$ cat config.mk
export PLATFORM = sky130hd
export DESIGN_NAME = ins_mem_responder
export DESIGN_NICKNAME = d
export VERILOG_FILES = /design/src/rtl/ins_mem_responder.sv
export SDC_FILE = /design/constraint.sdc
export NUM_CORES = 1
export LEC_CHECK = 0
export BUFFER_PORTS_ARGS = -buffer_cell sky130_fd_sc_hd__buf_2
export CELL_PAD_IN_SITES_DETAIL_PLACEMENT = 1
export CELL_PAD_IN_SITES_GLOBAL_PLACEMENT = 2
export CORE_MARGIN = 3
export CORE_UTILIZATION = 45
export DETAILED_ROUTE_END_ITERATION = 6
export PLACE_DENSITY = 0.82
export SLEW_MARGIN = 5
export SYNTH_ARGS = -nofsm -noshare
export SYNTH_HDL_FRONTEND = slang
export SYNTH_SLANG_ARGS = --single-unit
$ cat constraint.sdc
create_clock -name clk -period 4.5 [get_ports clk]
set_input_delay 0.675 -clock clk [delete_from_list [all_inputs] [get_ports clk]]
set_output_delay 0.675 -clock clk [all_outputs]
set_load 0.05 [all_outputs]
$ cat src/rtl/ins_mem_responder.sv
// Instruction-memory responder: returns mem[ins_address] a fixed READ_LAT cycles after accept.
// Optional one-entry last-instruction cache enabled with `define LAST_INS_CACHE_EN.
module ins_mem_responder #(
    parameter int unsigned ADDR_W   = 8,
    parameter int unsigned DATA_W   = 8,
    parameter int unsigned DEPTH    = 64,
    parameter int unsigned READ_LAT = 2
) (
    input  logic              clk,
    input  logic              rst,
    input  logic              enable,
    input  logic              finish,
    input  logic              fetch_req,
    input  logic [ADDR_W-1:0] ins_address,
    input  logic              prog_we,
    input  logic [ADDR_W-1:0] prog_addr,
    input  logic [DATA_W-1:0] prog_data,
    output logic [DATA_W-1:0] ins_out,
    output logic              ins_valid,
    output logic              addr_err,
    output logic              busy
);

    localparam int unsigned   IDX_W    = (DEPTH > 1) ? $clog2(DEPTH) : 1;
    localparam logic [ADDR_W:0] DEPTH_X = (ADDR_W + 1)'(DEPTH);
    localparam logic [3:0]    CNT_INIT = 4'(READ_LAT - 1);

    typedef enum logic [1:0] {StIdle, StWait, StResp} state_t;

    state_t              state_q;
    logic [3:0]          cnt_q;
    logic [ADDR_W-1:0]   addr_q;
    logic [DATA_W-1:0]   mem [DEPTH];

    logic                accept;
    logic                wr_ok;
    logic                rd_in_range;
    logic                rd_edge;
    logic [DATA_W-1:0]   rd_data;

    assign accept      = fetch_req && enable && !finish;
    assign wr_ok       = prog_we && ({1'b0, prog_addr} < DEPTH_X);
    assign rd_in_range = {1'b0, addr_q} < DEPTH_X;
    assign rd_edge     = (state_q == StWait) && (cnt_q == 4'd0);
    assign rd_data     = mem[addr_q[IDX_W-1:0]];
    assign busy        = (state_q != StIdle);

    // Unreset store; the FSM samples it with <= so a same-edge write is read-before-write.
    always_ff @(posedge clk) begin
        if (wr_ok) begin
            mem[prog_addr[IDX_W-1:0]] <= prog_data;
        end
    end

`ifdef LAST_INS_CACHE_EN
    logic              last_vld_q;
    logic [ADDR_W-1:0] last_addr_q;
    logic [DATA_W-1:0] last_data_q;
    logic              hit_q;
    logic              cache_hit;

    assign cache_hit = last_vld_q && (ins_address == last_addr_q);
`endif

    always_ff @(posedge clk or posedge rst) begin
        if (rst) begin
            state_q     <= StIdle;
            cnt_q       <= 4'd0;
            addr_q      <= '0;
            ins_out     <= '0;
            ins_valid   <= 1'b0;
            addr_err    <= 1'b0;
`ifdef LAST_INS_CACHE_EN
            last_vld_q  <= 1'b0;
            last_addr_q <= '0;
            last_data_q <= '0;
            hit_q       <= 1'b0;
`endif
        end else begin
            case (state_q)
                StIdle: begin
                    if (accept) begin
                        addr_q  <= ins_address;
                        cnt_q   <= CNT_INIT;
                        state_q <= StWait;
`ifdef LAST_INS_CACHE_EN
                        // A hit goes straight to the read edge so ins_valid follows in one cycle.
                        hit_q <= cache_hit;
                        if (cache_hit) begin
                            cnt_q <= 4'd0;
                        end
`endif
                    end
                end
                StWait: begin
                    if (cnt_q != 4'd0) begin
                        cnt_q <= cnt_q - 4'd1;
                    end else begin
                        ins_valid <= 1'b1;
                        state_q   <= StResp;
`ifdef LAST_INS_CACHE_EN
                        if (hit_q) begin
                            ins_out  <= last_data_q;
                            addr_err <= 1'b0;
                        end else begin
                            ins_out  <= rd_in_range ? rd_data : '0;
                            addr_err <= !rd_in_range;
                            if (rd_in_range) begin
                                last_addr_q <= addr_q;
                                last_data_q <= rd_data;
                                last_vld_q  <= 1'b1;
                            end
                        end
`else
                        ins_out  <= rd_in_range ? rd_data : '0;
                        addr_err <= !rd_in_range;
`endif
                    end
                end
                StResp: begin
                    ins_valid <= 1'b0;
                    addr_err  <= 1'b0;
                    state_q   <= StIdle;
                end
                default: state_q <= StIdle;
            endcase
`ifdef LAST_INS_CACHE_EN
            // Also drop an entry being filled on this edge if the same word is rewritten.
            if (wr_ok && ((prog_addr == last_addr_q) || (rd_edge && (prog_addr == addr_q)))) begin
                last_vld_q <= 1'b0;
            end
`endif
        end
    end

`ifndef LAST_INS_CACHE_EN
    logic unused_rd_edge;
    assign unused_rd_edge = rd_edge;
`endif

endmodule

==> Word level (Yosys, flattened, before mapping) <==
Memory sizes are Yosys's and may differ from the RTL's.
Index checks and enable logic that the tools add are counted.
{ "word_totals": {"reg_bits": 24, "mem_bits_rw": 512, "in_bits": 30, "output_inout_bits": 11, "mem_count": 1} }
{ "classes": {"addsub": 1, "order_cmp": 2, "n_eq_ne": 5, "n_mux": 13, "n_bitwise": 1, "n_reduce_logical": 15} }
{ "memory_table": {"columns": ["memory", "depth", "width", "read_ports", "rd_ports_with_merged_regs", "write_ports", "line_no", "rtl"], "rows": [
  ["mem", 64, 8, 1, 0, 1, "33", "logic [DATA_W-1:0] mem [DEPTH];"]
]} }
{ "ops": {"columns": ["op", "n"], "rows": [
  ["$lt A8 B7 Y1 const B", 2],
  ["$mux W4", 2],
  ["$mux W8", 1],
  ["$pmux W4 S2", 1],
  ["$reduce_and A2 Y1", 4],
  ["$reduce_bool A2 Y1", 3],
  ["$mux W1", 4],
  ["$mux W2", 2],
  ["$ne A2 B2 Y1 const B", 2],
  ["$pmux W1 S2", 2],
  ["$pmux W2 S2", 1],
  ["$reduce_bool A4 Y1", 1],
  ["$sub A4 B1 Y4 const B", 1],
  ["$logic_and A1 B1 Y1", 3],
  ["$reduce_and A3 Y1", 1],
  ["$eq A2 B1 Y1 const B", 1],
  ["$eq A2 B2 Y1 const B", 1],
  ["$logic_not A1 Y1", 2],
  ["$logic_not A2 Y1", 1],
  ["$ne A2 B1 Y1 const B", 1],
  ["$not A1 Y1", 1]
]} }

==> Logic depth before layout (Yosys ltp) <==
Gate-level depths: netlist of the first run.
{ "depth": {"word_depth": 4, "depth_mapped": 10} }

==> Least setup slack after synthesis of the first run <==
OpenSTA, ideal clock, no wires.
{ "synth_timing": {"path_type": "input to register", "start": "input prog_addr[5]", "end": "memory mem[35][0], enable pin", "setup_time_ps": 371, "arrival_time_ps": 1891, "required_time_ps": 4129, "slack_ps": 2239, "path_stages": 4, "n_path_buf": 2, "cell_sequence": "clkbuf_1 -> or3b_2 -> clkbuf_1 -> nor2_1"} }
{ "synth_via": {"elab_chain_cells": 4} }
{ "synth_lines": {"columns": ["element", "line_no", "rtl"], "rows": [
  ["from (decl)", "16", "input logic [ADDR_W-1:0] prog_addr,"],
  ["$lt A8 B7 Y1", "42", "assign wr_ok = prog_we && ({1'b0, prog_addr} < DEPTH_X);"],
  ["$logic_and A1 B1 Y1", "42", null],
  ["$mux W1", "50", "if (wr_ok) begin"],
  ["$mux W1 (not written as such)", "51", "mem[prog_addr[IDX_W-1:0]] <= prog_data;"],
  ["to (decl)", "33", null]
]} }
Several ways; a longest one is shown, not always the timed one.

==> Worst setup path in the final report of the first run <==
{ "layout_timing": {"start": "register addr_q[2]", "end": "register ins_out[6]"} }
{ "layout_via": {"elab_chain_cells": 2, "word_cells_on_any_way": 3} }
{ "layout_lines": {"columns": ["element", "line_no", "rtl"], "rows": [
  ["from (decl)", "32", "logic [ADDR_W-1:0] addr_q;"],
  ["from (signal assigned)", "83", "addr_q <= ins_address;"],
  ["$mem_v2 Z64 W8 or $lt A8 B7 Y1 (tied branches)", null, null],
  ["$mux W8 *", "115", "ins_out <= rd_in_range ? rd_data : '0;"],
  ["to (signal assigned)", "115", null],
  ["to (decl)", "18", "output logic [DATA_W-1:0] ins_out,"]
]} }
Every way passes the cells marked *; elsewhere a longest branch is shown, timed or not.
A chain may end at the register's enable or synchronous reset.

==> summary.txt, run 1 <==
CTS
  – CTS Hold Bufs: 0
  – H-tree depth: 2
  – Post CTS Setup Buffer Count: 0
  – Root Buffer Master: clkbuf_16
  – Clock Path Buffers: 3
  – CTS tree: built
  – Worst-Skew Late Latency: 610 ps
  – Resized cells post-CTS: 0
  – Clock sink total: 536
  – CTS Buf Count: 53
  – Clock-pin slew on the worst setup and hold paths: 60 ps

Critical path
  – CP max stage cell: dfrtp_4
  – Reg2reg start: addr_q[2]
  – Slowest stage delay, CP: 770 ps
  – Data required time of the worst path: 5000 ps
  – Crit-path cells: buf_4 > mux4_1 > mux2i_1 > mux2_2 > a221oi_1 > a211o_1
  – Critical path class: register to register
  – CP Max Fanout: 44
  – CP endpoint kind: register
  – CP arrival: 3550 ps
  – Critical path buffers and inverters: 1
  – Critical path launch point type: register
  – Delay-heaviest family, CP: multiplexers
  – Setup crit start: addr_q[2]

Run status
  – Status: finished clean

GRT
  – Largest net degree at the start of global routing: 65
  – Gr ovfl total: 0
  – Number of global-route vias before repair: 10900
  – Antenna violations before repair: 0
  – First-pass GRT wire length: 76.8 mm
  – All-Layer GR Usage: 21.4%

Drt
  – Pre-antenna DRT Iters: 4
  – Final ANT Viol Nets: 0
  – Avg WL per Cell: 30.6 µm
  – DR vias: 10300
  – DR iter-0 viols: 1110
  – Remaining DRCs: 0
  – Drt total wl: 52.1 mm
  – Via density: 6.02

Run
  – MaxCap Viol Count: 0

Die
  – Die Span Y: 222 µm
  – Die area: 49200 µm²
  – CORE AREA: 45700 µm²
  – Row Count: 78
  – Chip width: 222 µm
  – # IOs: 41
  – Initial Util: 45.9%

Final layout
  – Final cell count without fillers: 1704
  – Synth-to-Final Area Change: 12.4%
  – Area occupied by multi-input gates: 4680 µm²
  – Fin nets: 1093
  – Diodes inserted: 0
  – Register area: 16000 µm²
  – Fillers: 4044
  – Share of cells above drive strength 1: 24.5%

STA
  – Setup TNS: 0 ps
  – Slew @ Worst Pin: 1200 ps
  – Max Freq: 328 MHz
  – Hold WS: 262 ps
  – Post-Route Skew: 33.9 ps
  – # setup viols final: 0
  – Tmin final: 3050 ps
  – RSZ-0062 raised after global routing: no
  – Setup WS post-layout: 1450 ps
  – Final hold vios: 0
  – Slew Viols, Final: 0
  – Final period util: 67.8%
  – Rel. slew slack: 19.1%

Synthesis
  – Syn. warnings: 0
  – Post-synth cell types: 46
  – Seq/Total Area, Yosys: 76.2%
  – Cell Area, Synth: 21000 µm²
  – Ys async rst share: 4.48%
  – Synth Area per Inst: 21.1 µm²
  – Post-synthesis net count: 1026
  – EDFF count, synth: 512
  – Gate Count Post-Synth: 995
  – #FFs+latches synth: 536
  – Top_reg_cell synth: edfxtp_1

Placed design
  – Dpl ws: 1120 ps
  – Gpl congestion: 0.843
  – Detailed placement HPWL: 32.5 mm
  – Port bufs: 40
  – Cells after DPL: 1607

Power and ir drop
  – Peak VDD IR: 0.465 mV
  – Leakage: 7.53 nW
  – PD cells: 573 nW/µm²

Min path
  – Hold Path Class: primary input to asynchronous set/reset pin
## per-layer routing
| metal | wire length (µm) | vias up | track usage [%] |
|---|---|---|---|
| met5 | 0 | - | 0 |
| met3 | 4220 | 76 | 4.96 |
| li1 | - | 4225 | - |
| met1 | 21400 | 5517 | 29.8 |
| met2 | 25300 | 432 | 34.3 |
| met4 | 1150 | 0 | 6.05 |
## path summary, 6_finish.rpt
kind,cells after the start,slack [ps],endpoint
max in group asynchronous,2,3540,addr_q[1]
worst max-delay path,6,1450,ins_out[6]
worst min register to register,1,500,ins_out[1]
worst max register to register,6,1450,ins_out[6]
worst min-delay path,2,260,addr_err
min in group clk,3,260,addr_q[5]
## layout by cell type (no fill, tap or decap), drive strengths merged, types with 4 or more instances in the layout
cell and instances:
bufinv 6, mux2i 48, dfrtp 24, o22ai 5, o211ai 6, a211oi 5
edfxtp 512, nor2 76, clkinv 20, mux2 7, nand3 13, nand3b 4
inv 5, clkbuf 69, buf 62, mux4 134, nor2b 6, nand2 55
a221oi 4, a21oi 6
## state kept, by name, summed over array words and instances (netlist names)
signal	cells
addr_q	8
mem	512
addr_err	1
cnt_q	4
ins_out	8
ins_valid	1
state_q	2
## per-stage QoR
stage	total power, W	instance area, µm²	util (%)
finish	0.0135	23600	51.6
floorplan	0.00821	21000	-
CTS	0.0136	23600	51.6
global route	0.0140	23600	51.6
detailed placement	0.00922	21800	47.8
global placement	0.00913	21800	47.8
## cell usage after synthesis, types with 2 or more instances
library cell  instances  area [µm²]
mux2i_1              48         480
or3_1                 3        18.8
mux4_1               11         289
clkbuf_1             17        63.8
or3b_2                2        17.5
buf_4                13        97.6
buf_2                11        55.1
a221oi_1              4        35.0
edfxtp_1            512       15400
nand3_1              13        65.1
mux2_2                7        78.8
nor3b_1               2        15.0
nor2_1               76         285
o21ai_0               3        15.0
nand2_1              55         206
nand4_1               3        18.8
nor2b_1               6        37.5
a21oi_1               6        30.0
dfrtp_1              24         601
a22oi_1               3        22.5
buf_1                 3        11.3
a211oi_1              5        37.5
o211ai_1              6        45.0
nand2b_1              3        18.8
buf_6                 4        45.0
nand3b_1              4        30.0
mux4_2              123        2770
o22ai_1               5        31.3
a211o_1               2        17.5
nor3_1                2        10.0
inv_1                 4        15.0
## logic make-up (layout without fill, tap and decap cells)
family,Yosys count,after routing,synth area share (%)
AOI/OAI and AO/OA,38,38,1.28
xor gates and xnor gates,2,2,0.0835
adders and majority gates,1,1,0.0597
buffers and inverters,55,164,1.52
DFF,536,536,76.2
muxes,189,189,17.3
and+or+nand+nor,174,174,3.63
## area by class of cell
class / count / area share (%)
Clock buffer: 69 / 6.01
Timing Repair Buffer: 62 / 1.74
Sequential cell: 536 / 67.8
Multi-Input combinational cell: 404 / 19.8
Inverter: 5 / 0.0796
Tap cell: 600 / 3.19
Clock inverter: 28 / 1.30
## where the power goes
| part | internal [W] | total (W) | switching, W |
|---|---|---|---|
| registers | 0.00557 | 0.00592 | 0.000352 |
| logic | 0.00149 | 0.00317 | 0.00168 |
| clock network | 0.00256 | 0.00441 | 0.00185 |
| total | 0.00961 | 0.0135 | 0.00389 |
No activity file was read; power rests on OpenSTA's default activity.
==> inputs of run 2 (changes only) <==
Clock period 4.5 ns to 3.17 ns, I/O delays scaled along.
==> run 2 against run 1 <==
Critical path depth unchanged. Sequential share of layout area down 1.2 points. Non-clock buffer count increased by 64. Via count is 0.69% higher. Final cell count grew 3.8%. Cell area up 1.9%. Clock power increased by 37%. Worst setup slack got worse by 1000 ps. Die area did not move.
==> summary.txt, run 2 (same netlist as run 1, synthesis figures left out) <==
Final layout
  – Diodes inserted: 0
  – Register area: 16000 µm²
  – Final cell count without fillers: 1768
  – Post-Route Utilization: 52.6%
  – Commonest non-fill, non-tap cell in the layout: edfxtp_1
  – Fin nets: 1157
  – Area occupied by multi-input gates: 4680 µm²
  – Fillers: 4033
  – Max reg flops: 512
  – Share of cells above drive strength 1: 28.6%
  – Synth-to-Final Area Change: 14.5%
  – Commonest non-fill, non-tap cells in the layout: edfxtp_1, mux4_2, buf_4

GRT
  – First-pass GRT wire length: 74.5 mm
  – All-Layer GR Usage: 20.3%
  – Antenna violations before repair: 0
  – Largest net degree at the start of global routing: 65
  – Gr ovfl total: 0
  – Number of global-route vias before repair: 10900

STA
  – Final hold vios: 0
  – # setup viols final: 0
  – Post-Route Skew: 18.7 ps
  – Max Freq: 363 MHz
  – RSZ-0062 raised after global routing: no
  – Final period util: 86.8%
  – Tmin final: 2750 ps
  – Slew Viols, Final: 0
  – Hold WS: 93.3 ps
  – Setup TNS: 0 ps
  – Slew @ Worst Pin: 1300 ps
  – Rel. slew slack: 11.9%

CTS
  – Worst-Skew Late Latency: 580 ps
  – Root Buffer Master: clkbuf_16
  – Resized cells post-CTS: 0
  – H-tree depth: 2
  – Post CTS Setup Buffer Count: 0
  – Clock Path Buffers: 3
  – CTS Hold Bufs: 0
  – Clock-pin slew on the worst setup and hold paths: 60 ps
  – CTS tree: built
  – CTS Buf Count: 53
  – Clock sink total: 536

Drt
  – DR vias: 10300
  – Via density: 5.84
  – Avg WL per Cell: 28.1 µm
  – Final ANT Viol Nets: 0
  – Drt total wl: 49.7 mm
  – Pre-antenna DRT Iters: 5
  – DR iter-0 viols: 1301
  – Remaining DRCs: 0

Die
  – CORE AREA: 45700 µm²
  – Row Count: 78
  – Die Span Y: 222 µm
  – Chip width: 222 µm
  – # IOs: 41
  – Die area: 49200 µm²
  – Initial Util: 45.9%

Placed design
  – Detailed placement HPWL: 31.0 mm
  – Port bufs: 40
  – Gpl congestion: 0.782
  – Cells after DPL: 1670

Run
  – MaxCap Viol Count: 0

Min path
  – Hold Path Class: primary input to register

Power and ir drop
  – Leakage: 7.85 nW
  – PD cells: 789 nW/µm²
  – Peak VDD IR: 0.579 mV
  – Sequential share of power: 43.5%
  – Pint: 0.0135 W
  – Switching power: 0.00542 W
  – Power Total: 0.0189 W
  – Clk pwr share: 31.8%
  – Combinational share of power: 24.8%
  – Sw Share: 28.6%

Critical path
  – CP endpoint kind: register
  – Data required time of the worst path: 3600 ps
  – Critical path launch point type: register
  – CP Max Fanout: 64
  – Critical path class: register to register
  – CP arrival: 3190 ps

Run status
  – Status: finished clean
==> run 2: metrics by stage <==
stage | instance area, µm² | setup WS [ps]
detailed placement | 22300 | 149
global placement | 22300 | 254
finish | 24000 | 418
global route | 24000 | 366
floorplan | 21000 | 1050
CTS | 24000 | 452
==> run 2: per-layer routing <==
| layer | track usage, % | share of wire [%] | vias to the layer above |
|---|---|---|---|
| li1 | - | - | 4355 |
| met1 | 29.0 | 43 | 5562 |
| met2 | 33.4 | 49 | 343 |
| met3 | 3.31 | 5.6 | 61 |
| met4 | 4.69 | 1.9 | 0 |
| met5 | 0 | 0 | - |
==> run 2: worst paths after layout <==
kind / from / endpoint / slack, ps / cells past startpoint
min in group asynchronous: rst / addr_q[5] / 110 / 2
hold reg to reg: ins_valid / ins_valid / 490 / 2
hold / removal: ins_address[6] / addr_q[6] / 90 / 3
max in group asynchronous: rst / addr_q[0] / 2350 / 2
setup reg to reg: addr_q[1] / ins_out[5] / 420 / 6
setup / recovery: addr_q[1] / ins_out[5] / 420 / 6
==> run 2: layout make-up <==
type | count | area share (%)
Timing Repair Buffer | 126 | 3.79
Clock buffer | 73 | 6.10
Tap cell | 600 | 3.13
Sequential cell | 536 | 66.6
Clock inverter | 24 | 0.813
Multi-Input combinational cell | 404 | 19.5
Inverter | 5 | 0.0782
==> run 2: power groups by stage <==
| stage | Combinational, W | Sequential (W) | Clock, W |
|---|---|---|---|
| 3_3_place_gp | 0.00461 | 0.00837 | 0 |
| 3_5_place_dp | 0.00470 | 0.00837 | 0 |
| 2_1_floorplan | 0.00338 | 0.00827 | 0 |
| 5_1_grt | 0.00498 | 0.00825 | 0.00642 |
| 4_1_cts | 0.00474 | 0.00823 | 0.00611 |
| 6_report | 0.00469 | 0.00823 | 0.00602 |
==> run 2: critical path: stages, from the launching register on <==
cell	delay, ps
dfrtp_4	640
buf_12	380
mux4_2	600
mux2i_1	220
mux2i_1	170
o211ai_1	320
o211ai_1	150
